[src/rtl/pktmem_rd_arbiter_pkg.sv]
// Shared packet-memory read arbiter defaults: address width, read latency and BPF transfer-size codes.
// Also provides the id-width helper used to size per-core tags.
package pktmem_rd_arbiter_pkg;

    localparam int PKTMEM_ADDR_W = 10;
    localparam int PKTMEM_DATA_W = 32;
    localparam int PKTMEM_RD_LAT = 1;

    // Size field of a BPF load opcode (bits [4:3]); carried to memory untouched.
    typedef enum logic [1:0] {
        BPF_W  = 2'b00,
        BPF_H  = 2'b01,
        BPF_B  = 2'b10,
        BPF_DW = 2'b11
    } bpf_size_e;

    function automatic int cpu_id_w(input int n);
        return (n <= 2) ? 1 : $clog2(n);
    endfunction

endpackage

[src/rtl/pktmem_rd_arbiter_rr_prio_enc.sv]
// Combinational round-robin priority encoder: picks the first eligible index at or after prio_ptr.
// Produces a one-hot grant, its binary id and an any-grant flag.
module rr_prio_enc #(
    parameter int N   = 4,
    parameter int IDW = 2
) (
    input  logic [N-1:0]   eligible,
    input  logic [IDW-1:0] prio_ptr,
    output logic [N-1:0]   grant,
    output logic [IDW-1:0] id,
    output logic           any
);

    always_comb begin
        int             idx;
        logic [IDW-1:0] idx_w;
        grant = '0;
        id    = '0;
        any   = 1'b0;
        idx   = 0;
        idx_w = '0;
        for (int k = 0; k < N; k++) begin
            idx = int'(prio_ptr) + k;
            if (idx >= N) begin
                idx = idx - N;
            end
            idx_w = IDW'(idx);
            if (!any && eligible[idx_w]) begin
                any          = 1'b1;
                grant[idx_w] = 1'b1;
                id           = idx_w;
            end
        end
    end

endmodule

[src/rtl/pktmem_rd_arbiter.sv]
// Round-robin arbiter sharing one packet-memory read port among N_CPUS cores, with cancellable tag pipe.
// Optional per-core grant and conflict counters are built when PKTMEM_ARB_STATS_EN is defined.
module pktmem_rd_arbiter
    import pktmem_rd_arbiter_pkg::*;
#(
    parameter int N_CPUS = 4,
    parameter int ADDR_W = PKTMEM_ADDR_W,
    parameter int DATA_W = PKTMEM_DATA_W,
    parameter int RD_LAT = PKTMEM_RD_LAT
) (
    input  logic                     clk,
    input  logic                     rst,
    input  logic [N_CPUS-1:0]        rd_req,
    input  logic [N_CPUS*ADDR_W-1:0] rd_addr,
    input  logic [N_CPUS*2-1:0]      rd_sz,
    input  logic [N_CPUS-1:0]        cancel,
    output logic [N_CPUS-1:0]        rd_ack,
    output logic [N_CPUS-1:0]        rd_valid,
    output logic [DATA_W-1:0]        rd_data,
    output logic                     mem_rd_en,
    output logic [ADDR_W-1:0]        mem_rd_addr,
    output logic [1:0]               mem_rd_sz,
`ifdef PKTMEM_ARB_STATS_EN
    output logic [N_CPUS*16-1:0]     stat_grants,
    output logic [15:0]              stat_conflicts,
`endif
    input  logic [DATA_W-1:0]        mem_rd_data
);

    localparam int IDW  = cpu_id_w(N_CPUS);
    localparam int NSTG = RD_LAT + 1;

    logic [N_CPUS-1:0] eligible;
    logic [N_CPUS-1:0] grant;
    logic [IDW-1:0]    grant_id;
    logic              grant_any;
    logic [IDW-1:0]    prio_ptr_reg;
    logic [IDW-1:0]    prio_ptr_next;

    logic [NSTG-1:0]   tag_v_reg;
    logic [IDW-1:0]    tag_id_reg [NSTG];
    logic [NSTG-1:0]   tag_live;

    assign eligible = rd_req & ~cancel;

    rr_prio_enc #(
        .N   (N_CPUS),
        .IDW (IDW)
    ) u_prio_enc (
        .eligible (eligible),
        .prio_ptr (prio_ptr_reg),
        .grant    (grant),
        .id       (grant_id),
        .any      (grant_any)
    );

    assign rd_ack = rst ? '0 : grant;

    always_comb begin
        prio_ptr_next = prio_ptr_reg;
        if (grant_any) begin
            prio_ptr_next = (grant_id == IDW'(N_CPUS - 1)) ? '0 : grant_id + IDW'(1);
        end
    end

    always_ff @(posedge clk or posedge rst) begin
        if (rst) begin
            prio_ptr_reg <= '0;
            mem_rd_en    <= 1'b0;
            mem_rd_addr  <= '0;
            mem_rd_sz    <= '0;
        end else begin
            prio_ptr_reg <= prio_ptr_next;
            mem_rd_en    <= grant_any;
            if (grant_any) begin
                mem_rd_addr <= rd_addr[int'(grant_id)*ADDR_W +: ADDR_W];
                mem_rd_sz   <= rd_sz[int'(grant_id)*2 +: 2];
            end
        end
    end

    // A flush kills a tag wherever it sits, including the head about to be registered as a response.
    for (genvar gi = 0; gi < NSTG; gi++) begin : g_tag_live
        assign tag_live[gi] = tag_v_reg[gi] & ~cancel[tag_id_reg[gi]];
    end

    // Stage 0 is loaded alongside the issue register; stage RD_LAT lines up with mem_rd_data.
    always_ff @(posedge clk or posedge rst) begin
        if (rst) begin
            tag_v_reg <= '0;
            for (int s = 0; s < NSTG; s++) begin
                tag_id_reg[s] <= '0;
            end
        end else begin
            tag_v_reg[0]  <= grant_any;
            tag_id_reg[0] <= grant_id;
            for (int s = 1; s < NSTG; s++) begin
                tag_v_reg[s]  <= tag_live[s-1];
                tag_id_reg[s] <= tag_id_reg[s-1];
            end
        end
    end

    always_ff @(posedge clk or posedge rst) begin
        if (rst) begin
            rd_valid <= '0;
            rd_data  <= '0;
        end else begin
            if (tag_live[RD_LAT]) begin
                rd_valid <= N_CPUS'(1) << tag_id_reg[RD_LAT];
                rd_data  <= mem_rd_data;
            end else begin
                rd_valid <= '0;
            end
        end
    end

`ifdef PKTMEM_ARB_STATS_EN
    logic        conflict;
    logic [15:0] conflicts_reg;

    assign conflict = |(eligible & (eligible - N_CPUS'(1)));

    for (genvar gi = 0; gi < N_CPUS; gi++) begin : g_stat
        logic [15:0] cnt_reg;
        always_ff @(posedge clk or posedge rst) begin
            if (rst) begin
                cnt_reg <= '0;
            end else if (grant[gi] && cnt_reg != 16'hFFFF) begin
                cnt_reg <= cnt_reg + 16'd1;
            end
        end
        assign stat_grants[gi*16 +: 16] = cnt_reg;
    end

    always_ff @(posedge clk or posedge rst) begin
        if (rst) begin
            conflicts_reg <= '0;
        end else if (conflict && conflicts_reg != 16'hFFFF) begin
            conflicts_reg <= conflicts_reg + 16'd1;
        end
    end

    assign stat_conflicts = conflicts_reg;
`endif

endmodule

[config.mk]
export PLATFORM = sky130hd
export DESIGN_NAME = pktmem_rd_arbiter
export DESIGN_NICKNAME = d
export VERILOG_FILES = /design/src/rtl/pktmem_rd_arbiter_pkg.sv /design/src/rtl/pktmem_rd_arbiter_rr_prio_enc.sv /design/src/rtl/pktmem_rd_arbiter.sv
export SDC_FILE = /design/constraint.sdc
export NUM_CORES = 1
export LEC_CHECK = 0
export BUFFER_PORTS_ARGS = -buffer_cell sky130_fd_sc_hd__buf_4
export CAP_MARGIN = 25
export CORE_ASPECT_RATIO = 1.4
export CORE_MARGIN = 2
export CORE_UTILIZATION = 49
export CTS_CLUSTER_DIAMETER = 100
export CTS_CLUSTER_SIZE = 28
export DETAILED_ROUTE_END_ITERATION = 8
export MAX_ROUTING_LAYER = met4
export PLACE_DENSITY = 0.9
export SYNTH_ARGS = -nofsm -noshare
export SYNTH_HDL_FRONTEND = slang
export SYNTH_SLANG_ARGS = --single-unit
[constraint.sdc]
create_clock -name clk -period 4 [get_ports clk]
set_clock_uncertainty 0.05 [all_clocks]
set_input_delay 0.8 -clock clk [delete_from_list [all_inputs] [get_ports clk]]
set_output_delay 0.8 -clock clk [all_outputs]
set_load 0.1 [all_outputs]
# Word level (Yosys, flattened, before mapping)

Index checks and enable logic that the tools add are counted.

Register bits: 57
Bits in latches: 0
Memory bits (writable): 0
Memory bits (read-only): 0
Output and inout bits: 53
Word-level logic and storage cells: 94
Memories: 0

Add/subtract/negate cells: 8
Multiply operators: 1
Divide/modulo/power cells: 0
Magnitude comparators: 14
Eq/ne operators: 1
Shifts and indexed selects: 3
Muxes and demuxes: 39
Bitwise logic cells: 9
Reduce and logical (&&, ||, !) cells: 10

Operators with widths:

| cell                | number |
|---|---|
| $shiftx 40x7->10    | 1 |
| $mux 4              | 6 |
| $lt 2x3->1 const B  | 6 |
| $mux 2              | 9 |
| $mux 1              | 14 |
| $bmux 1 s2          | 6 |
| $or 4x4->4          | 3 |
| $ge 3x3->1 const B  | 3 |
| $demux 1 s2         | 4 |
| $ge 2x1->1 const B  | 4 |
| $shiftx 8x4->2      | 1 |
| $sub 2x1->2 const B | 4 |
| $logic_and 1x1->1   | 7 |
| $add 2x2->3 const B | 2 |
| $mul 2x3->5 const B | 1 |
| $and 4x4->4         | 1 |
| $not 4->4           | 1 |
| $shl 1x2->4 const A | 1 |
| $add 2x1->3 const B | 1 |
| $ge 2x3->1 const B  | 1 |
| $logic_not 1->1     | 3 |
| $add 2x1->2 const B | 1 |
| $and 1x1->1         | 2 |
| $eq 2x2->1 const B  | 1 |
| $not 1->1           | 2 |

# Longest topological paths before layout

Gate-level depths: netlist (run 1).

Word-level depth: 16
Mapped depth: 12

# By module

From an unflattened synthesis (run 1), not the netlist that was laid out.

Cells, all modules: 187
Area, all modules: 2871.5 µm²

By module, submodules not included:

| module            | times used | cells each | area each (µm²) |
|---|---|---|---|
| pktmem_rd_arbiter | 1          | 142        | 2449.8 |
| rr_prio_enc       | 1          | 45         | 421.7 |

# Worst setup path before layout (run 1)

OpenSTA, ideal clock, no wires.

Kind: register to output
From: register prio_ptr_reg[0]
To: output port rd_ack[0]
Data arrival time: 4.080 ns
Required time: 3.150 ns
Setup slack: -0.930 ns
Stages on the path, launching flop included: 11
Path through: dfrtp_1 inv_2 clkbuf_1 buf_1 ha_1 clkbuf_1 nor3_1 a21oi_1 o311ai_0 nand3_1 a21oi_1

Cells in the longest elaborated chain, start to end: 15
Elaborated cells on any way between the ends: 60
Classes of those cells: 7 x add/sub; 12 x order compare; 28 x mux; 3 x bitwise; 10 x reduce/logical

RTL lines:

| item                                                                 | line                                | source |
|---|---|---|
| start, declared                                                      | pktmem_rd_arbiter.sv:37             | `logic [IDW-1:0] prio_ptr_reg;` |
| start signal, assigned                                               | pktmem_rd_arbiter.sv:73             | `prio_ptr_reg <= prio_ptr_next;` |
| parallel branches: the longest is 13 deep, another holds $add 2x1->3 | --                                  |  |
| $mux 4 (*)                                                           | pktmem_rd_arbiter_rr_prio_enc.sv:28 | `if (!any && eligible[idx_w]) begin` |
| $mux 4 (*)                                                           | pktmem_rd_arbiter.sv:57             | `assign rd_ack = rst ? '0 : grant;` |
| end, declared                                                        | pktmem_rd_arbiter.sv:17             | `output logic [N_CPUS-1:0] rd_ack,` |

Every way passes the cells marked *. The select of a mux whose other input is x is not followed.

# Worst setup path after layout (run 1)

From: register prio_ptr_reg[0]
To: output port rd_ack[3]

Same word-level chain as after synthesis.

==> results of run 1 <==
-- worst max path at each step --
stage	end	depth (start not counted)	slack [ns]
floorplan	rd_ack[0]	10	0.05
global placement	rd_ack[1]	8	0.48
detailed placement	rd_ack[3]	8	0.32
CTS	rd_ack[2]	8	0.11
global route	rd_ack[0]	7	0.12
finish	rd_ack[3]	7	0.21
-- per-layer routing --
layer | vias up | track usage (%)
met2 | 172 | 40.9
met4 | 0 | 8.42
li1 | 1493 | -
met1 | 1527 | 26.1
met5 | - | -
met3 | 30 | 4.28
-- worst max-delay path, cell delays in order (launching register included) --
cell      delay, ns
dfrtp_2        0.57
inv_2          0.13
ha_1           0.47
mux4_2         0.42
a21boi_1       0.20
a222oi_1       0.48
a21oi_4        0.10
buf_4          0.25
-- cells in the mapped netlist, types with 2 or more instances --
cell type / number / area [µm²]
a21boi_0: 11 / 82.6
a21boi_1: 2 / 15.0
a21oi_1: 30 / 150
a222oi_1: 4 / 40.0
a22oi_1: 2 / 15.0
a22oi_2: 10 / 125
and3_1: 12 / 75.1
buf_2: 7 / 35.0
buf_6: 3 / 33.8
clkbuf_1: 11 / 41.3
dfrtp_1: 56 / 1400
ha_1: 8 / 100
inv_1: 4 / 15.0
mux2_1: 12 / 135
mux2_2: 33 / 372
mux4_2: 4 / 90.1
nand2_1: 49 / 184
nand2b_1: 3 / 18.8
nand2b_4: 2 / 27.5
nand3_1: 6 / 30.0
nor2_1: 5 / 18.8
nor2b_1: 6 / 37.5
nor3_1: 4 / 20.0
nor3b_1: 3 / 22.5
o211ai_1: 9 / 67.6
o211ai_2: 3 / 37.5
o21ai_0: 5 / 25.0
o21ai_1: 10 / 50.1
xnor2_1: 2 / 17.5
-- metrics by stage --
step	setup WS [ns]	std cells	area [µm²]	hold slack, ns	utilization, %
3_3_place_gp	0.484	556	4630	0.341	67.2
4_1_cts	0.109	566	4760	0.391	69.1
6_report	0.210	566	4770	0.377	69.2
3_5_place_dp	0.321	558	4660	0.358	67.7
5_1_grt	0.119	566	4770	0.395	69.2
2_1_floorplan	0.0546	335	3510	0.311	-
-- cell families (layout without fill, tap and decap cells) --
kind of cell,Yosys count,after routing
multiplexers,50,50
flip-flops,56,56
AND/OR/NAND/NOR,96,96
buffers and inverters,28,164
XOR/XNOR,2,2
AO/OA/AOI/OAI,95,95
adder cells (fa/ha/maj),8,8
-- layout make-up --
| class | instances | area, µm² | area share (%) |
|---|---|---|---|
| flip-flops and latches | 56 | 1400 | 29.4 |
| clock buffers | 5 | 68.8 | 1.44 |
| clock inverters | 3 | 27.5 | 0.577 |
| repair buffers | 151 | 1150 | 24.1 |
| multi-input cells | 251 | 1980 | 41.6 |
| inverters | 5 | 18.8 | 0.393 |
| well taps | 95 | 119 | 2.49 |
-- repair_timing --
| action | CTS | global route |
|---|---|---|
| setup endpoints to repair | 2 | 4 |
| hold endpoints to repair | 0 | 0 |
| gates resized for setup | 1 | 2 |
| cloned | 0 | 0 |
==> metrics.md, run 1 <==
| Metric | Value |
|---|---|
| Commonest non-fill, non-tap cell in the layout | buf_4 |
| Synth Register Bits | 56 |
| Routed metal-1 wirelength | 3.39 mm |
| Biggest registers after layout | rd_data (32), mem_rd_addr (10) |
| Hold Path Stages | 0 |
| Wire length per cell | 16.1 µm |
| Placer Congestion | 0.916 |
| # fillers | 534 |
| Fin crit share | 94.8% |
| Post-DRT Antenna Nets | 0 |
| Final HPWL DP | 6.94 mm |
| CTS tree | done |
| First-pass GRT wire length | 14.2 mm |
| R2R Path Start | prio_ptr_reg[0] |
| CTS max path bufs | 2 |
| Synth unique cells | 48 |
| R2R Setup Slk | 0.92 ns |
| Total track usage | 23.5% |
| Full die area | 0.00777 mm² |
| Worst setup path start | prio_ptr_reg[0] |
| Setup Crit Path Kind | register to primary output |
| Sequential element share of the synthesized area | 40.4% |
| Routed wl met2 | 4.83 mm |
| Drt initial violations | 222 |
| Crit. End Element | primary output |
| Fin. Hold Viols | 0 |
| Final net count | 568 |
| Post-synth EDFFs | 0 |
| ANT cells | 0 |
| Worst Hold Launch | tag_id_reg[2] |
| RSZ-0062 raised after global routing | false |
| Avg Inst Size Synth | 10.3 µm² |
| Largest net degree at the start of global routing | 51 |
| Cells after synthesis | 335 |
| Synthesized cell area | 0.00347 mm² |
| Post-CTS setup buffer count | 0 |
| Syn nets | 433 |
| Mux contribution to synthesized area | 17.9% |
| Layout area overhead | 37.7% |
| Primary FF master, synth | dfrtp_1 |
| Clock slew at reported path FFs | 0.10 ns |
| Post-Synth Simple-Gate Area | 14.1% |
| # hold bufs at CTS | 0 |
| Crit path DAT | 2.94 ns |
| Number of H-tree levels | 2 |
| Top Layer Used | met4 |
| Via count | 3222 |
| Met3 wire len | 702 µm |
| Min-delay worst type | register to register |
| FFs w/ async S/R, synth | 100% |
| DRC | 0 |
| Via density | 5.69 |
| Fin. max-slew vios | 0 |
| Share of post-route cells with drive strength above 1 | 47.8% |
| Final Critical Period | 3.79 ns |
| TritonCTS buffer count | 5 |
| F_max | 0.264 GHz |
| Antenna violations before repair | 0 |
| Synth Area in XOR/XNOR | 0.505% |
| Die height | 104 µm |
| Most frequent cells in the layout | buf_4 (149), dfrtp_1 (54), nand2_1 (49) |
| Io pins | 143 |
| Worst reg2reg path endpoint | mem_rd_addr[6] |
| Clk root buf | clkbuf_8 |
| Max Cap Viol | 0 |
| Final setup viols | 0 |
| Rows | 36 |
| Starting density of the core | 50.3% |
| Synth Warn # | 0 |
| Status | finished, final reports clean |
| R2R depth | 8 |
| Crit path launch type | register |
| Drt first pass iters | 5 |
| Most flops, register | rd_data |
| Max FFs per register | 32 |
| Worst skew pair latency | 0.31 ns |
| Worst slew pin tran | 0.884 ns |
| Largest family of logic cells by synthesized area | compound AO/OA/AOI/OAI gates |
| Max-slew headroom | 40.6% |
| Die Span X | 75.1 µm |
| Crit Path Max Fanout | 15 |
| Vias in the first global route | 3119 |
| Compound-Gate Fraction of Synth Area | 20.2% |
| CP Data Required Time | 3.15 ns |
| Adder-cell area share of the yosys netlist | 2.89% |
| WHS Endpoint | tag_id_reg[0] |
| # port buffers | 142 |
| Clock sink count | 56 |
| Final setup TNS | 0 ns |
| Global route overflow | 0 |
| Core area | 0.00689 mm² |
| Drt total wl | 9.12 mm |
Power of run 1 is left out: the tool's default activity adds up to more than one toggle a clock period on the data nets, which glitch-free logic cannot reach.
==> inputs of run 2 (changes only) <==
--- a/config.mk
+++ b/config.mk
@@ -5,16 +5,19 @@
 export SDC_FILE = /design/constraint.sdc
 export NUM_CORES = 1
 export LEC_CHECK = 0
+export ABC_AREA = 1
 export BUFFER_PORTS_ARGS = -buffer_cell sky130_fd_sc_hd__buf_4
 export CAP_MARGIN = 25
 export CORE_ASPECT_RATIO = 1.4
 export CORE_MARGIN = 2
-export CORE_UTILIZATION = 49
+export CORE_UTILIZATION = 48
+export CTS_BUF_LIST = sky130_fd_sc_hd__clkbuf_16
 export CTS_CLUSTER_DIAMETER = 100
 export CTS_CLUSTER_SIZE = 28
 export DETAILED_ROUTE_END_ITERATION = 8
 export MAX_ROUTING_LAYER = met4
 export PLACE_DENSITY = 0.9
+export SKIP_LAST_GASP = 1
 export SYNTH_ARGS = -nofsm -noshare
 export SYNTH_HDL_FRONTEND = slang
 export SYNTH_SLANG_ARGS = --single-unit
==> run 2 against run 1 <==
Compared with the run above: utilization about the same; highest routed layer unchanged; fmax increased by 4.0%; first-iteration DRC count decreased by 24%; cell count increased by 17%; largest cell class unchanged.
==> metrics.md, run 2 <==
| Metric | Value |
|---|---|
| Crit path DAT | 2.79 ns |
| Drt first pass iters | 5 |
| Global route overflow | 0 |
| Cells after synthesis | 454 |
| # hold bufs at CTS | 0 |
| Dpl cells | 655 |
| ANT cells | 0 |
| Final setup viols | 0 |
| Via count | 3414 |
| Met2 Track Usage GR | 42.2% |
| Max Cap Viol | 0 |
| CTS tree | done |
| Worst reg2reg path endpoint | mem_rd_addr[7] |
| Crit. End Element | primary output |
| RSZ-0062 raised after global routing | false |
| Most used cell, CP | inv_1 |
| Clock slew at reported path FFs | 0.07 ns |
| Max FFs per register | 32 |
| Core area | 0.00657 mm² |
| Worst slew pin tran | 0.927 ns |
| Most frequent cells in the layout | nand2_1 (190), buf_4 (144), nand3_1 (69) |
| CP max-delay cell | dfrtp_1 |
| R2R depth | 14 |
| Full die area | 0.00750 mm² |
| Synth area leaders | dfrtp_1 (43%), nand2_1 (22%), nand3_1 (11%) |
| Primary FF master, synth | dfrtp_1 |
| Synth unique cells | 29 |
| Synth area leader | dfrtp_1 |
| Fin. Hold Viols | 0 |
| Post-cts resize count | 0 |
| CP Data Required Time | 3.15 ns |
| Most flops, register | rd_data |
| Starting density of the core | 49.8% |
| Multi-input gate area | 0.00154 mm² |
| Post-CTS setup buffer count | 0 |
| Cell with the most instances after synthesis | nand2_1 |
| # port buffers | 142 |
| Setup Crit Path Kind | register to primary output |
| Post-synth EDFFs | 0 |
| Crit Path Max Fanout | 11 |
| Placer Congestion | 0.876 |
| Commonest non-fill, non-tap cell in the layout | nand2_1 |
| Yosys top cell area share | 42.9% |
| R2R Path Start | prio_ptr_reg[0] |
| Total track usage | 24.1% |
| Layout area overhead | 39.0% |
| GRT busiest layer | met2 |
| Crit path launch type | register |
| Final net count | 686 |
| Number of H-tree levels | 2 |
| F_max | 0.274 GHz |
| Met1 usage | 27.3% |
| Min-delay worst type | register to register |
| Fin cells | 663 |
| Worst Hold Launch | tag_id_reg[3] |
| Highest cell delay on the worst timing path | 0.62 ns |
| DRC | 0 |
| Synth Register Bits | 56 |
| Worst skew pair latency | 0.29 ns |
| Io pins | 143 |
| Vias in the first global route | 3245 |
| Met3 Use GR | 4.08% |
| Via density | 5.15 |
| Critical-path cell list | inv_4, ha_1, inv_1, nand3_1, nand2_2, nand3_4, inv_1, nand2_1, inv_1, nand2_1, a41oi_2, buf_4 |
| Status | finished, final reports clean |
| Final setup TNS | 0 ns |
| Rows | 35 |
| Clk root buf | clkbuf_16 |
| Max-slew headroom | 37.8% |
| Worst path top cell family by delay | buffers and inverters |
| Drt total wl | 8.73 mm |
| Sequential element share of the synthesized area | 42.9% |
| Wire length per cell | 13.2 µm |
| Syn nets | 552 |
| R2R Setup Slk | 0.92 ns |
| Antenna violations before repair | 0 |
| FF+latch area | 0.00140 mm² |
| Fin crit share | 91.1% |
| Synth Warn # | 0 |
| Drt initial violations | 168 |
| Post-DRT Antenna Nets | 0 |
| Die height | 102 µm |
| WHS Endpoint | tag_id_reg[1] |
| Share of post-route cells with drive strength above 1 | 29.7% |
| Clock sink count | 56 |
| Fin. max-slew vios | 0 |
| Largest net degree at the start of global routing | 40 |
| Die Span X | 73.8 µm |
| First-pass GRT wire length | 14.0 mm |
| Biggest registers after layout | rd_data (32), mem_rd_addr (10) |
| Most frequent cells after synthesis | nand2_1 (190), nand3_1 (69), inv_1 (65), dfrtp_1 (56), nand4_1 (13) |
| WP buf/inv | 5 |
| FFs w/ async S/R, synth | 100% |
| TritonCTS buffer count | 5 |
| Final Critical Period | 3.64 ns |
| CTS max path bufs | 2 |
| Avg Inst Size Synth | 7.20 µm² |
| Final HPWL DP | 6.85 mm |
| Hold Path Stages | 0 |
| # fillers | 541 |
| Synthesized cell area | 0.00327 mm² |
[run 2: changes by cell type after synthesis, sizes merged, moves of 6 or more]
cell    before  now
a21boi      13    1
a21oi       30    5
a22oi       12    1
and3        12    0
inv          5   68
mux2        45    0
nand2       49  194
nand3        6   75
nand4        0   14
nor2b        6    0
o211ai      12    1
o21ai       15    3
[run 2: final cells by class]
type / instances / share of cell area, %
timing repair buffer: 145 / 24.2
sequential: 56 / 30.8
multi-input combinational: 311 / 33.9
clock inverter: 3 / 0.551
clock buffer: 5 / 2.75
tap: 74 / 2.04
inverter: 69 / 5.75
[run 2: kinds of logic (layout without fill, tap and decap cells)]
group,Yosys count,after routing,synth area share (%)
AOI/OAI and AO/OA,16,16,3.44
adders and majority gates,8,8,3.06
buffers and inverters,87,222,11.0
DFF,56,56,42.9
and+or+nand+nor,287,287,39.6
[run 2: through the flow]
| stage | hold slack, ns | setup slack, ns | instance area [µm²] | utilization, % |
|---|---|---|---|---|
| floorplan | 0.325 | 0.511 | 3300 | - |
| global placement | 0.343 | 0.766 | 4380 | 66.6 |
| detailed placement | 0.344 | 0.677 | 4400 | 66.9 |
| CTS | 0.357 | 0.342 | 4550 | 69.2 |
| global route | 0.376 | 0.121 | 4550 | 69.2 |
| finish | 0.355 | 0.355 | 4550 | 69.2 |
[run 2: layer usage]
metal / routed length, µm / up-vias
met1: 3340 / 1533
met5: 0 / -
met3: 714 / 24
met4: 260 / 0
met2: 4420 / 168
li1: - / 1689
[run 2: worst max-delay path by stage]
stage / cells after the start / to / slack [ns] / start
final: 12 / rd_ack[1] / 0.36 / prio_ptr_reg[0]
after global routing: 12 / rd_ack[1] / 0.12 / prio_ptr_reg[1]
after CTS: 12 / rd_ack[1] / 0.34 / prio_ptr_reg[0]
after detailed placement: 12 / rd_ack[1] / 0.68 / prio_ptr_reg[0]
after global placement: 12 / rd_ack[1] / 0.77 / prio_ptr_reg[0]
after floorplan: 11 / rd_ack[0] / 0.51 / prio_ptr_reg[0]
Power of run 2 is left out for the same reason.
